File: src/rtl/cordic_sched.sv
// Round-robin scheduler sharing one pipelined CORDIC core among NREQ requesters.
// Results return LAT+1 cycles after accept; requests stall (req_ready low) only while draining for a mode change.
module cordic_sched #(
    parameter int M    = 32,
    parameter int NREQ = 4,
    parameter int LAT  = 6,
    parameter int IDW  = 2
) (
    input  logic                clk,
    input  logic                rst,
    input  logic [NREQ-1:0]     req_valid,
    output logic [NREQ-1:0]     req_ready,
    input  logic [2*NREQ-1:0]   req_mode,
    input  logic [M*NREQ-1:0]   req_x,
    output logic [1:0]          cor_mode,
    output logic [M-1:0]        cor_x,
    input  logic [M-1:0]        cor_x_n,
    input  logic [M-1:0]        cor_y_n,
    input  logic [M-1:0]        cor_z_n,
    output logic [NREQ-1:0]     res_valid,
    output logic [M-1:0]        res_x,
    output logic [M-1:0]        res_y,
    output logic [M-1:0]        res_z,
    output logic                busy
);

    typedef enum logic [1:0] {IDLE, ISSUE, DRAIN} state_t;

    typedef struct packed {
        logic           vld;
        logic [IDW-1:0] id;
    } tag_t;

    state_t           state;
    logic [1:0]       cur_mode;
    logic [1:0]       pend_mode;
    logic [IDW-1:0]   ptr;
    logic [IDW-1:0]   pend_id;
    logic             pend_first;
    tag_t [LAT:0]     tags;

    logic [IDW-1:0]   rr_hi;
    logic [IDW-1:0]   rr_lo;
    logic             found_hi;
    logic             found_lo;
    logic [IDW-1:0]   g;
    logic [1:0]       g_mode;
    logic [M-1:0]     g_x;
    logic             pend_vld;
    logic             any_valid;
    logic             mode_ok;
    logic             hs;
    logic             tags_any;
    logic [IDW-1:0]   ptr_nxt;

    // Round-robin search split into two passes: requesters at or above ptr first, then wrap to the bottom.
    always_comb begin
        rr_hi    = '0;
        rr_lo    = '0;
        found_hi = 1'b0;
        found_lo = 1'b0;
        pend_vld = 1'b0;
        for (int i = 0; i < NREQ; i++) begin
            if (req_valid[IDW'(i)] && (IDW'(i) >= ptr) && !found_hi) begin
                rr_hi    = IDW'(i);
                found_hi = 1'b1;
            end
            if (req_valid[IDW'(i)] && !found_lo) begin
                rr_lo    = IDW'(i);
                found_lo = 1'b1;
            end
            if (req_valid[IDW'(i)] && (pend_id == IDW'(i))) begin
                pend_vld = 1'b1;
            end
        end
    end

    // The requester that forced a drain keeps its claim through the drain and the first check after it.
    always_comb begin
        g = found_hi ? rr_hi : rr_lo;
        if ((state == DRAIN) || (pend_first && pend_vld)) begin
            g = pend_id;
        end
        g_mode = '0;
        g_x    = '0;
        for (int i = 0; i < NREQ; i++) begin
            if (g == IDW'(i)) begin
                g_mode = req_mode[2*i +: 2];
                g_x    = req_x[M*i +: M];
            end
        end
    end

    always_comb begin
        any_valid = |req_valid;
        mode_ok   = (g_mode == cur_mode);
        req_ready = '0;
        if ((state != DRAIN) && any_valid && mode_ok) begin
            for (int i = 0; i < NREQ; i++) begin
                if (g == IDW'(i)) begin
                    req_ready[IDW'(i)] = 1'b1;
                end
            end
        end
        hs      = |(req_valid & req_ready);
        ptr_nxt = (g == IDW'(NREQ-1)) ? '0 : g + 1'b1;
    end

    always_ff @(posedge clk) begin
        if (!rst) begin
            state      <= IDLE;
            cur_mode   <= 2'b00;
            pend_mode  <= 2'b00;
            pend_id    <= '0;
            pend_first <= 1'b0;
            ptr        <= '0;
            cor_x      <= '0;
        end else begin
            case (state)
                IDLE, ISSUE: begin
                    pend_first <= 1'b0;
                    if (!any_valid) begin
                        state <= IDLE;
                    end else if (mode_ok) begin
                        state <= ISSUE;
                    end else begin
                        pend_id   <= g;
                        pend_mode <= g_mode;
                        state     <= DRAIN;
                    end
                end
                DRAIN: begin
                    if (!tags_any) begin
                        cur_mode   <= pend_mode;
                        pend_first <= 1'b1;
                        state      <= ISSUE;
                    end
                end
                default: state <= IDLE;
            endcase
            if (hs) begin
                cor_x <= g_x;
                ptr   <= ptr_nxt;
            end
        end
    end

    // Tag pipe mirrors the core pipeline so each result can be steered back to its owner.
    always_ff @(posedge clk) begin
        if (!rst) begin
            tags <= '0;
        end else begin
            tags <= {tags[LAT-1:0], (hs ? tag_t'({1'b1, g}) : tag_t'('0))};
        end
    end

    always_comb begin
        tags_any  = 1'b0;
        res_valid = '0;
        for (int s = 0; s <= LAT; s++) begin
            tags_any = tags_any | tags[s].vld;
        end
        for (int i = 0; i < NREQ; i++) begin
            if (tags[LAT].vld && (tags[LAT].id == IDW'(i))) begin
                res_valid[IDW'(i)] = 1'b1;
            end
        end
    end

    assign cor_mode = cur_mode;
    assign res_x    = cor_x_n;
    assign res_y    = cor_y_n;
    assign res_z    = cor_z_n;
    assign busy     = (state != IDLE) || tags_any;

endmodule

File: config.mk
export PLATFORM = sky130hd
export DESIGN_NAME = cordic_sched
export DESIGN_NICKNAME = d
export VERILOG_FILES = /design/src/rtl/cordic_sched.sv
export SDC_FILE = /design/constraint.sdc
export NUM_CORES = 1
export LEC_CHECK = 0
export CAP_MARGIN = 20
export CORE_AREA = 2 2 148 150
export DETAILED_ROUTE_END_ITERATION = 6
export DIE_AREA = 0 0 150 152
export PLACE_DENSITY = 0.54
export SLEW_MARGIN = 20
export SYNTH_ARGS = -nofsm -noshare
export SYNTH_HDL_FRONTEND = slang
export SYNTH_SLANG_ARGS = --single-unit
File: constraint.sdc
create_clock -name clk -period 6.6 [get_ports clk]
set_clock_uncertainty 0.2 [all_clocks]
set_input_delay 1.65 -clock clk [delete_from_list [all_inputs] [get_ports clk]]
set_output_delay 1.65 -clock clk [all_outputs]
set_load 0.01 [all_outputs]
Yosys cells after proc, flatten, opt, wreduce, memory -nomap -nowiden
Cells that the tools add are included.
- flip-flop bits (word level): 64
- latch bits: 0
- memory bits (writable): 0
- memory bits (read-only): 0
- output and inout port bits: 139
- memories kept: 0
- add/subtract/negate cells: 1
- $mul: 0
- div/mod/pow operators: 0
- $lt $le $gt $ge: 2
- equal/unequal tests: 10
- shifts and indexed selects: 0
- muxes and demuxes: 30
- bitwise gates (word level): 9
- reductions and logical operators: 28
- operator list (cell ; count):
    32-bit 2-to-1 mux ; 4
    2-bit 2-to-1 mux ; 11
    1-bit 2-to-1 mux ; 12
    1-bit logical AND ; 11
    2-bit by 1-bit == test with 1-bit output (second input constant) ; 4
    2-bit zero test ; 4
    4-bit OR reduction ; 2
    2-bit == test (second input constant) ; 3
    1-bit OR ; 6
    2-bit AND reduction ; 3
    4-bit by 2-bit bitwise AND with 4-bit output ; 1
    1-bit by 2-bit >= comparator with 1-bit output (first input constant) ; 2
    2-bit inequality test (second input constant) ; 2
    2-bit one-hot mux with 2 select lines ; 1
    2-bit nonzero test ; 2
    3-bit 2-to-1 mux ; 1
    3-bit AND reduction ; 1
    2-bit by 1-bit adder with 2-bit output (second input constant) ; 1
    2-bit == test ; 1
    1-bit zero test ; 2
    1-bit logical OR ; 2
    1-bit NOT ; 2
    1-bit one-hot mux with 2 select lines ; 1
    2-bit OR reduction ; 1

Depth between registers and ports, before layout
Gate-level depths: netlist of run 1.
- depth in word-level cells: 19
- gate-level depth with buffers: 13

Worst setup path after synthesis of run 1
OpenSTA, ideal clock, no wires.
- path kind: input-to-output
- from: in req_valid[0]
- to: out req_ready[0]
- data arrival time: 3.653 ns
- path slack: 1.097 ns
- stages on the path: 12
- path through: nand3b_1 > a21oi_1 > a21oi_1 > inv_1 > ha_1 > a211oi_1 > a221oi_2 > xnor2_1 > buf_6 > buf_2 > nand2_1 > nor3_1
- cells in the longest elaborated chain, start to end: 15
- elaborated cells between the ends (all ways): 31
- those cells by class: eq/ne (4); mux (15); reduce/logical (12)
- ends and longest elaborated chain (item ; RTL line ; RTL):
    start, declared ; 11 ; input logic [NREQ-1:0] req_valid,
    1-bit logical AND ; 64 ; if (req_valid[IDW'(i)] && (IDW'(i) >= ptr) && !found_hi) begin
    1-bit 2-to-1 mux ; 64 ;
    1-bit zero test ; 64 ;
    1-bit logical AND ; 64 ;
    1-bit 2-to-1 mux ; 64 ;
    2-bit 2-to-1 mux ; 80 ; g = found_hi ? rr_hi : rr_lo;
    2-bit 2-to-1 mux (*) ; 81 ; if ((state == DRAIN) || (pend_first && pend_vld)) begin
    named net g[0] ; 46 ; logic [IDW-1:0] g;
    2-bit zero test ; 87, 100 ;
    2-bit 2-to-1 mux (4 in a row) ; 87 ; if (g == IDW'(i)) begin
    2-bit == test ; 96 ; mode_ok = (g_mode == cur_mode);
    1-bit logical AND ; 98 ; if ((state != DRAIN) && any_valid && mode_ok) begin
    2-bit 2-to-1 mux (*) ; 98 ;
    end, declared ; 12 ; output logic [NREQ-1:0] req_ready,
The timed path passes the listed nets; every way through them passes the cells marked *.

Final worst setup path of run 1
Same ends and word-level chain as after synthesis.

==> results of run 1 <==
==> routing by layer <==
| layer | part of all wire [%] | GRT usage, % | up-vias | routed length, um |
|---|---|---|---|---|
| met5 | 0 | 0 | - | 0 |
| met4 | 3.0 | 5.35 | 0 | 428 |
| met3 | 8.8 | 5.17 | 41 | 1270 |
| met2 | 45 | 19.4 | 160 | 6510 |
| met1 | 43 | 15.1 | 1840 | 6230 |
| li1 | - | - | 1973 | - |
==> cells in the final DEF, fill, tap and decap left out, drive strengths merged, types with 2 or more instances in the layout <==
cell	instances
xnor2	2
and3	3
nor4	2
o21ai	32
inv	38
nor2b	4
clkbuf	9
nor3b	3
nand4	34
bufinv	2
nand2b	2
conb	5
nand2	47
a21boi	5
clkinv	2
nor3	2
a22oi	33
nand3b	3
ha	4
a211oi	3
buf	13
nand3	3
clkdlybuf4s50	179
dfxtp	64
mux2i	3
o211a	34
a21oi	66
and2	19
nor2	3
==> worst paths after layout <==
path | slack [ns] | end | cells after the start
worst max-delay path | 0.21 | req_ready[0] | 11
worst min-delay path | 0.23 | tags[12] | 1
worst max register to register | 2.66 | tags[0] | 10
worst min register to register | 0.23 | tags[12] | 1
==> what timing repair did <==
action,4_1_cts,5_1_grt
gates resized for setup,0,3
hold buffers,0,0
setup endpoints to repair,0,2
==> metrics by stage <==
step / worst slack (ns) / power [W]
after detailed placement: 0.187 / 0.00199
after global placement: 0.253 / 0.00198
after global routing: -0.0166 / 0.00271
after CTS: 0.172 / 0.00255
after floorplan: 1.10 / 0.00145
final: 0.214 / 0.00251
==> sequential cells by signal (all words and copies together) (netlist names) <==
signal	count
pend_id	2
ptr	2
pend_mode	2
state	2
tags	21
cor_mode	2
cor_x	32
pend_first	1
==> cells by family (layout without fill, tap and decap cells) <==
kind of cell | count (synthesis) | after routing | share of synthesized area (%)
xor gates and xnor gates | 2 | 2 | 0.405
DFF | 64 | 64 | 29.6
AOI/OAI and AO/OA | 176 | 176 | 27.2
muxes | 3 | 3 | 0.695
buffers and inverters | 183 | 244 | 25.1
and+or+nand+nor | 127 | 127 | 15.7
adders and majority gates | 4 | 4 | 1.16
other | 1 | 5 | 0.0868
==> where the power goes <==
| part | switching, W | leakage, nW | internal [W] |
|---|---|---|---|
| clock network | 0.000200 | 0.157 | 0.000335 |
| registers | 0.0000715 | 0.523 | 0.000518 |
| logic | 0.000772 | 1.98 | 0.000613 |
==> final cells by class <==
type / count / area [um2] / area share, %
inverter: 36 / 135 / 2.25
multi-input combinational: 317 / 2030 / 33.7
tap: 280 / 350 / 5.83
clock buffer: 9 / 225 / 3.75
sequential: 64 / 1280 / 21.3
clock inverter: 7 / 103 / 1.71
timing repair buffer: 192 / 1890 / 31.4
==> critical path, cell delays in order <==
cell and delay [ns]:
clkdlybuf4s50_1 0.54, inv_1 0.06, o31ai_1 0.30, a21oi_2 0.16, ha_2 0.23, a211oi_1 0.41
a221oi_4 0.13, xnor2_2 0.16, nand2_1 0.13, nor3_1 0.21, clkdlybuf4s50_1 0.56
==> flow_summary.ini, run 1 <==
[die]
die_w_um = 150
core_mm2 = 0.0214
die_area_mm2 = 0.0228
start_util_pct = 20.2
io_pins = 377
die_h_um = 152
rows = 54

[layout]
syn2layout_area_growth_pct = 39.1
design_area_mm2 = 0.00601
post-route-util_pct = 28.1
layout.nets = 862
fillCellCount = 2340
post_route_cells_drive_above_1_share_pct = 6.72
diodes = 0
stdcell_count = 905

[timing]
fmaxAchievable_mhz = 157
tightest_slew_ns = 0.839
fin_tns_setup_ns = 0
min_period_over_period_pct = 96.8
drv_slew = 0
finalSetupViolCount = 0
period_needed_ns = 6.39
slew_headroom_pct = 44.1
hold_ws_ns = 0.228
hold_violations = 0

[min_path]
hp-class = reg -> reg
hold_start = tags[9]

[clocking]
cts.sinks = 64
cts_setup_buffers = 0
cts_root_buf = clkbuf_16
clockBufferDepth = 2
clkTransAtPathRegs_ns = 0.06
numCtsBuffers = 9
cts_max_level = 3
clock_latency_ns = 0.33
cts_tree = built

[grt]
grt_pass1_wl_mm = 22.0
grt_max_degree = 67
grt-ovfl-total = 0
antenna_found_initial = 0
grt_pass1_vias = 3956
grt_use_total_pct = 12.5

[synthesis]
ys_warn_count = 0
synth_top_area_share_pct = 29.6
yosysTopAreaCell = dfxtp_1
synth_area_per_cell_um2 = 7.72
synth_ff_type = dfxtp_1
synth_cell_type_count = 37
synth_edf_count = 0
yosysMostFrequentCell = buf_4
synth_area_leaders = dfxtp_1 (30%), buf_4 (18%), o211a_1 (7.9%), a21oi_1 (7.6%), a22oi_1 (5.7%)
synth-seq-cells = 64
yosys-top-cells-count = buf_4 (101), a21oi_1 (66), dfxtp_1 (64), nand2_1 (47), inv_1 (36)
netlist_instances = 560
yosysSeqAreaShare_pct = 29.6
async_flop_share_pct = 0
synthesis.area_mm2 = 0.00432

[detailed_routing]
drc = 0
wl_per_cell_um = 16.0
drt-initial-drc-count = 186
dr.pass1.iters = 6
avgViaCountPerCell = 4.44
route.vias.total = 4014
ant_nets = 0
wl_mm = 14.4

[setup_path]
criticalPathCategory = in -> out
worstSetupEndpointType = output pin
r2r-start = state[1]
crit_required_ns = 4.75
crit_start = req_valid[0]
start_kind = primary input
cp_max_fo = 6
arrival_ns = 4.54

[pwr]
peakVddDrop_mv = 0.203
power_density_mw_per_mm2 = 418
power.leakage_nw = 2.66

[place]
io_buffer_count = 180
placed_cells = 889
hpwl_mm = 9.98
dpl_cell_area_mm2 = 0.00566
gp_congestion = 0.723

[run]
drv_cap = 0

[run_status]
outcome = finished clean
No activity file was read; power rests on OpenSTA's default activity.
==> run 2, diff against run 1 <==
- SLEW_MARGIN: 20 -> 40
==> run 2 against run 1 <==
- sequential share of layout area about the same
- setup slack barely moved
- wire length about the same
==> flow_summary.ini, run 2 (synthesis gave the netlist of run 1 again) <==
[run_status]
outcome = finished clean

[grt]
grt_pass1_vias = 3956
grt-ovfl-total = 0
grt_max_degree = 67
grt_use_total_pct = 12.5
antenna_found_initial = 0
grt_pass1_wl_mm = 22.0

[timing]
drv_slew = 0
period_needed_ns = 6.39
fmaxAchievable_mhz = 157
fin_tns_setup_ns = 0
slew_headroom_pct = 49.2
hold_violations = 0
finalSetupViolCount = 0
tightest_slew_ns = 0.755
min_period_over_period_pct = 96.8

[layout]
multiInputGateArea_mm2 = 0.00203
fillCellCount = 2339
diodes = 0
stdcell_count = 905
final_cell_mix = clkdlybuf4s50_1 (179), a21oi_1 (65), dfxtp_1 (64)
syn2layout_area_growth_pct = 39.1
largest-register = cor_x
layout.nets = 862
top_regs = cor_x: 32 flops, tags: 21 flops
final_common_cell = clkdlybuf4s50_1
regArea_mm2 = 0.00128
post_route_cells_drive_above_1_share_pct = 6.72
largest_reg_flops = 32

[place]
hpwl_mm = 9.98
gp_congestion = 0.723
placed_cells = 889
io_buffer_count = 180

[run]
drv_cap = 0

[clocking]
cts_max_level = 3
clockBufferDepth = 2
numCtsBuffers = 9
clock_latency_ns = 0.33
cts_setup_buffers = 0
ctsResizeCount = 0
clkTransAtPathRegs_ns = 0.06
cts.hold.buffers_added = 0
cts_tree = built
cts_root_buf = clkbuf_16
cts.sinks = 64

[die]
die_area_mm2 = 0.0228
core_mm2 = 0.0214
rows = 54
io_pins = 377
die_h_um = 152
start_util_pct = 20.2
die_w_um = 150

[setup_path]
worst_path_max_delay_cell = clkdlybuf4s50_1
path_delay_family = buffers and inverters
r2r-start = state[1]
start_kind = primary input
crit_required_ns = 4.75
criticalPathCategory = in -> out
cp_num_buf_inv = 3
cp_common_cell = clkdlybuf4s50_1
arrival_ns = 4.54
worstSetupEndpointType = output pin
rr_endpoint = tags[0]
reg2reg_depth = 10
cp_max_fo = 6
max_stage_delay_ns = 0.56
reg2reg_setup_slack_ns = 2.94
path_cells = clkdlybuf4s50_1 -> inv_1 -> o31ai_1 -> a21oi_2 -> ha_2 -> a211oi_1 -> a221oi_4 -> xnor2_2 -> nand2_1 -> nor3_1 -> clkdlybuf4s50_1
crit_start = req_valid[0]

[detailed_routing]
wl_mm = 14.4
drc = 0
avgViaCountPerCell = 4.46
drt-initial-drc-count = 157
route.vias.total = 4040
dr.pass1.iters = 4
wl_per_cell_um = 16.0
ant_nets = 0

[pwr]
power.leakage_nw = 2.66
power_density_mw_per_mm2 = 418
peakVddDrop_mv = 0.204

[min_path]
hp-class = reg -> reg
hold_start = tags[9]
hold_end = tags[12]
holdPathStages = 1
==> run 2: cell counts in the layout (fill, tap and decap cells not counted) <==
No cell type changed its count.
==> run 2: final cells by class <==
class                           instances  share of cell area [%]
Clock buffer                            9                    3.75
Tap cell                              280                    5.83
Timing Repair Buffer                  192                    31.4
Multi-Input combinational cell        317                    33.7
Inverter                               36                    2.25
Clock inverter                          7                    1.71
Sequential cell                        64                    21.3
==> run 2: worst max path at each step <==
stage              endpoint  slack [ns]  cells after the start
6_report       req_ready[0]        0.21                     11
5_1_grt        req_ready[0]       -0.02                     11
4_1_cts        req_ready[0]        0.17                     12
3_5_place_dp   req_ready[0]        0.19                     12
3_3_place_gp   req_ready[0]        0.25                     11
2_1_floorplan  req_ready[0]        1.10                     12
==> run 2: power by group <==
part | switching (W) | leakage (nW) | internal, W
Sequential | 0.0000712 | 0.523 | 0.000518
Combinational | 0.000772 | 1.98 | 0.000616
Clock | 0.000199 | 0.157 | 0.000335
Total | 0.00104 | 2.66 | 0.00147
==> run 2: routing by layer <==
layer | track usage [%] | vias to the layer above | wire, um
li1 | - | 1976 | -
met1 | 15.1 | 1858 | 6230
met2 | 19.4 | 164 | 6470
met3 | 5.17 | 42 | 1270
met4 | 5.35 | 0 | 463
met5 | 0 | - | 0
==> run 2: stage by stage <==
step	util [%]	setup WS (ns)	instance area, um2	hold slack [ns]	total power (W)
after floorplan	-	1.10	4340	0.212	0.00145
after global placement	26.5	0.253	5660	0.214	0.00198
after detailed placement	26.5	0.187	5660	0.219	0.00199
after CTS	28.1	0.172	5990	0.231	0.00255
after global routing	28.2	-0.0153	6010	0.240	0.00272
final	28.2	0.214	6010	0.228	0.00251
==> RTL edit 1: new RTL, config.mk and constraints of run 2 <==
Change the parameter `IDW` from 2 to 1.
--- a/src/rtl/cordic_sched.sv
+++ b/src/rtl/cordic_sched.sv
@@ -4,7 +4,7 @@
     parameter int M    = 32,
     parameter int NREQ = 4,
     parameter int LAT  = 6,
-    parameter int IDW  = 2
+    parameter int IDW  = 1
 ) (
     input  logic                clk,
     input  logic                rst,
Check against the original RTL: not equivalent (a bounded check fails within 4 cycles, from zero or initial values and one cycle with rst low).
==> RTL edit 1 against run 2 <==
Count of clock-buffer cells in the layout fell by 4; worst setup slack improved by 1100 ps; area after synthesis fell by 38%; synthesized cell count fell by 49%; cell area fell by 47%; total power fell by 71%; sequential cell count fell by 11; routed wire length fell by 59%.
==> RTL edit 1: results <==
{
  "reg2reg_to": "cor_x[0]",
  "grtUsageMet1_pct": 4.83,
  "h-tree-depth": 2,
  "routedWlPerCell_um": 10.8,
  "place_inst": 541,
  "netlist_top_cells_count": "buf_4 (102), dfxtp_1 (53), mux2i_1 (33), nor2_1 (30), and2_1 (12)",
  "drtIter0Drc": 33,
  "layout-drive-gt1-share_pct": 5.95,
  "io_buffers": 78,
  "critical_path_arrival_ps": 3450,
  "dp_hpwl_um": 4330,
  "track_usage_pct": 5.25,
  "status": "finished clean",
  "crit_start": "req_mode[7]",
  "netlist_top_cells_area": "dfxtp_1 (39%), buf_4 (28%), mux2i_1 (12%)",
  "r2r_cells": 6,
  "synth.distinct_cells": 27,
  "avgSynthCellArea_um2": 9.48,
  "grt_max_degree": 33,
  "p_leak_nw": 1.10,
  "synth_compound_area_share_pct": 2.46,
  "clkTransAtPathRegs_ps": 80,
  "synth_fa_ha_area_share_pct": 0,
  "critPathMaxFanout": 3,
  "numCtsBuffers": 5
}
## RTL edit 1: cell types whose count changed after synthesis, moves of 11 or more
cell,run 2,this run
nand4_1,34,0
nand2_1,47,3
inv_1,36,3
nor2_1,3,30
a21oi_1,66,4
o21ai_0,32,0
dfxtp_1,64,53
clkbuf_1,30,5
mux2i_1,3,33
o211a_1,34,0
a22oi_1,33,0
## RTL edit 1: through the flow
stage	instance area, µm²	setup slack (ps)	power (W)	hold WS, ps
detailed placement	3050	1230	0.000457	220
global route	3210	1130	0.000775	257
CTS	3200	1240	0.000755	240
floorplan	2710	2320	0.000461	212
finish	3210	1300	0.000731	235
global placement	3050	1220	0.000456	213
## RTL edit 1: area by class of cell
type	instances	share of cell area [%]
inverter	3	0.351
tap	280	10.9
multi-input combinational	124	25.8
sequential	53	33.1
timing repair buffer	81	25.0
clock buffer	5	3.90
clock inverter	3	0.897
==> RTL edit 2: new RTL, flow settings as in run 2 <==
Without the edit above. Encoding of `state_t`: now one-hot (3 bits for 3 states).
--- a/src/rtl/cordic_sched.sv
+++ b/src/rtl/cordic_sched.sv
@@ -24,7 +24,7 @@
     output logic                busy
 );
 
-    typedef enum logic [1:0] {IDLE, ISSUE, DRAIN} state_t;
+    typedef enum logic [2:0] {IDLE = 3'b001, ISSUE = 3'b010, DRAIN = 3'b100} state_t;
 
     typedef struct packed {
         logic           vld;
Function: no difference found for any inputs over 4 cycles, from zero or initial values and one cycle with rst low; so few cycles prove little.
==> RTL edit 2 against run 2 <==
Register-to-register slack lost 80 ps; routed wire length down 2.1%; global-route usage shrank 0.33 points; sequential share of layout area grew 0.13 points; area after synthesis grew 1.1%; sequential cell count increased by 1; worst setup slack worse by 65 ps; total power down 25%; cell area increased by 0.94%; largest cell class unchanged.
==> RTL edit 2: results <==
{
  "status": "finished clean",
  "synth-edff-count": 0,
  "worstHoldStart": "tags[4]",
  "critical_path_arrival_ps": 4600,
  "wl_met2_um": 6450,
  "dp_hpwl_um": 9730,
  "wirelength_um": 14100,
  "yosysSeqAreaShare_pct": 29.8,
  "grt.met3_usage_pct": 4.26,
  "track_usage_pct": 12.1,
  "top_layer": "met4",
  "antenna_cells_inserted": 0,
  "netlist_top_cells_area": "dfxtp_1 (30%), buf_4 (17%), a21oi_1 (7.8%)",
  "grtUsageMet1_pct": 15.5,
  "routedWlPerCell_um": 15.6,
  "layout-drive-gt1-share_pct": 7.48,
  "reg.largest.list": "cor_x: 32 flops, tags: 21 flops, state: 3 flops",
  "min_to": "tags[7]",
  "critPathLaunchType": "primary input",
  "fin_nets": 865,
  "avgSynthCellArea_um2": 7.82,
  "wl_met3_um": 981,
  "synth.distinct_cells": 38,
  "reg2reg_from": "state[2]",
  "met1_length_um": 6430,
  "reg2reg_slack_ps": 2860,
  "period_share_pct": 97.7,
  "routed_via_density": 4.45,
  "preCtsSetupSlack_ps": 69.6,
  "whs_ps": 230,
  "drtIter0Drc": 186,
  "max_slew_margin_pct": 55.3,
  "grt_pass1_vias": 3838,
  "ir_drop_mv": 0.127,
  "grt_pass1_wl_um": 21200,
  "routabilityCongestion": 0.731,
  "use_met2_pct": 18.9,
  "post_dp_cell_area_um2": 5720
}
RTL edit 2: what timing repair did:
action                                  in CTS  in global routing
gates resized for setup                      0                  5
endpoints found under the setup margin       0                  2
hold buffers                                 0                  0
setup buffers                                0                  1
RTL edit 2: report_power, final:
group | switching (W) | internal, W
clock network | 0.000205 | 0.000301
logic | 0.000434 | 0.000405
registers | 0.0000501 | 0.000480
RTL edit 2: cells by family after synthesis:
kind of cell,after synthesis,share of synthesized area (%)
and+or+nand+nor,123,15.3
DFF,65,29.8
other,1,0.0858
buffers and inverters,182,25.0
muxes,3,0.687
xor gates and xnor gates,3,0.945
adders and majority gates,4,1.15
AOI/OAI and AO/OA,178,27.0
RTL edit 2: layout make-up:
type,instances,area (µm²)
Tap cell,280,350
Fill cell,2341,15300
Inverter,37,139
Multi-Input combinational cell,316,2060
Clock buffer,9,225
Timing Repair Buffer,194,1900
Sequential cell,65,1300
Clock inverter,7,85.1
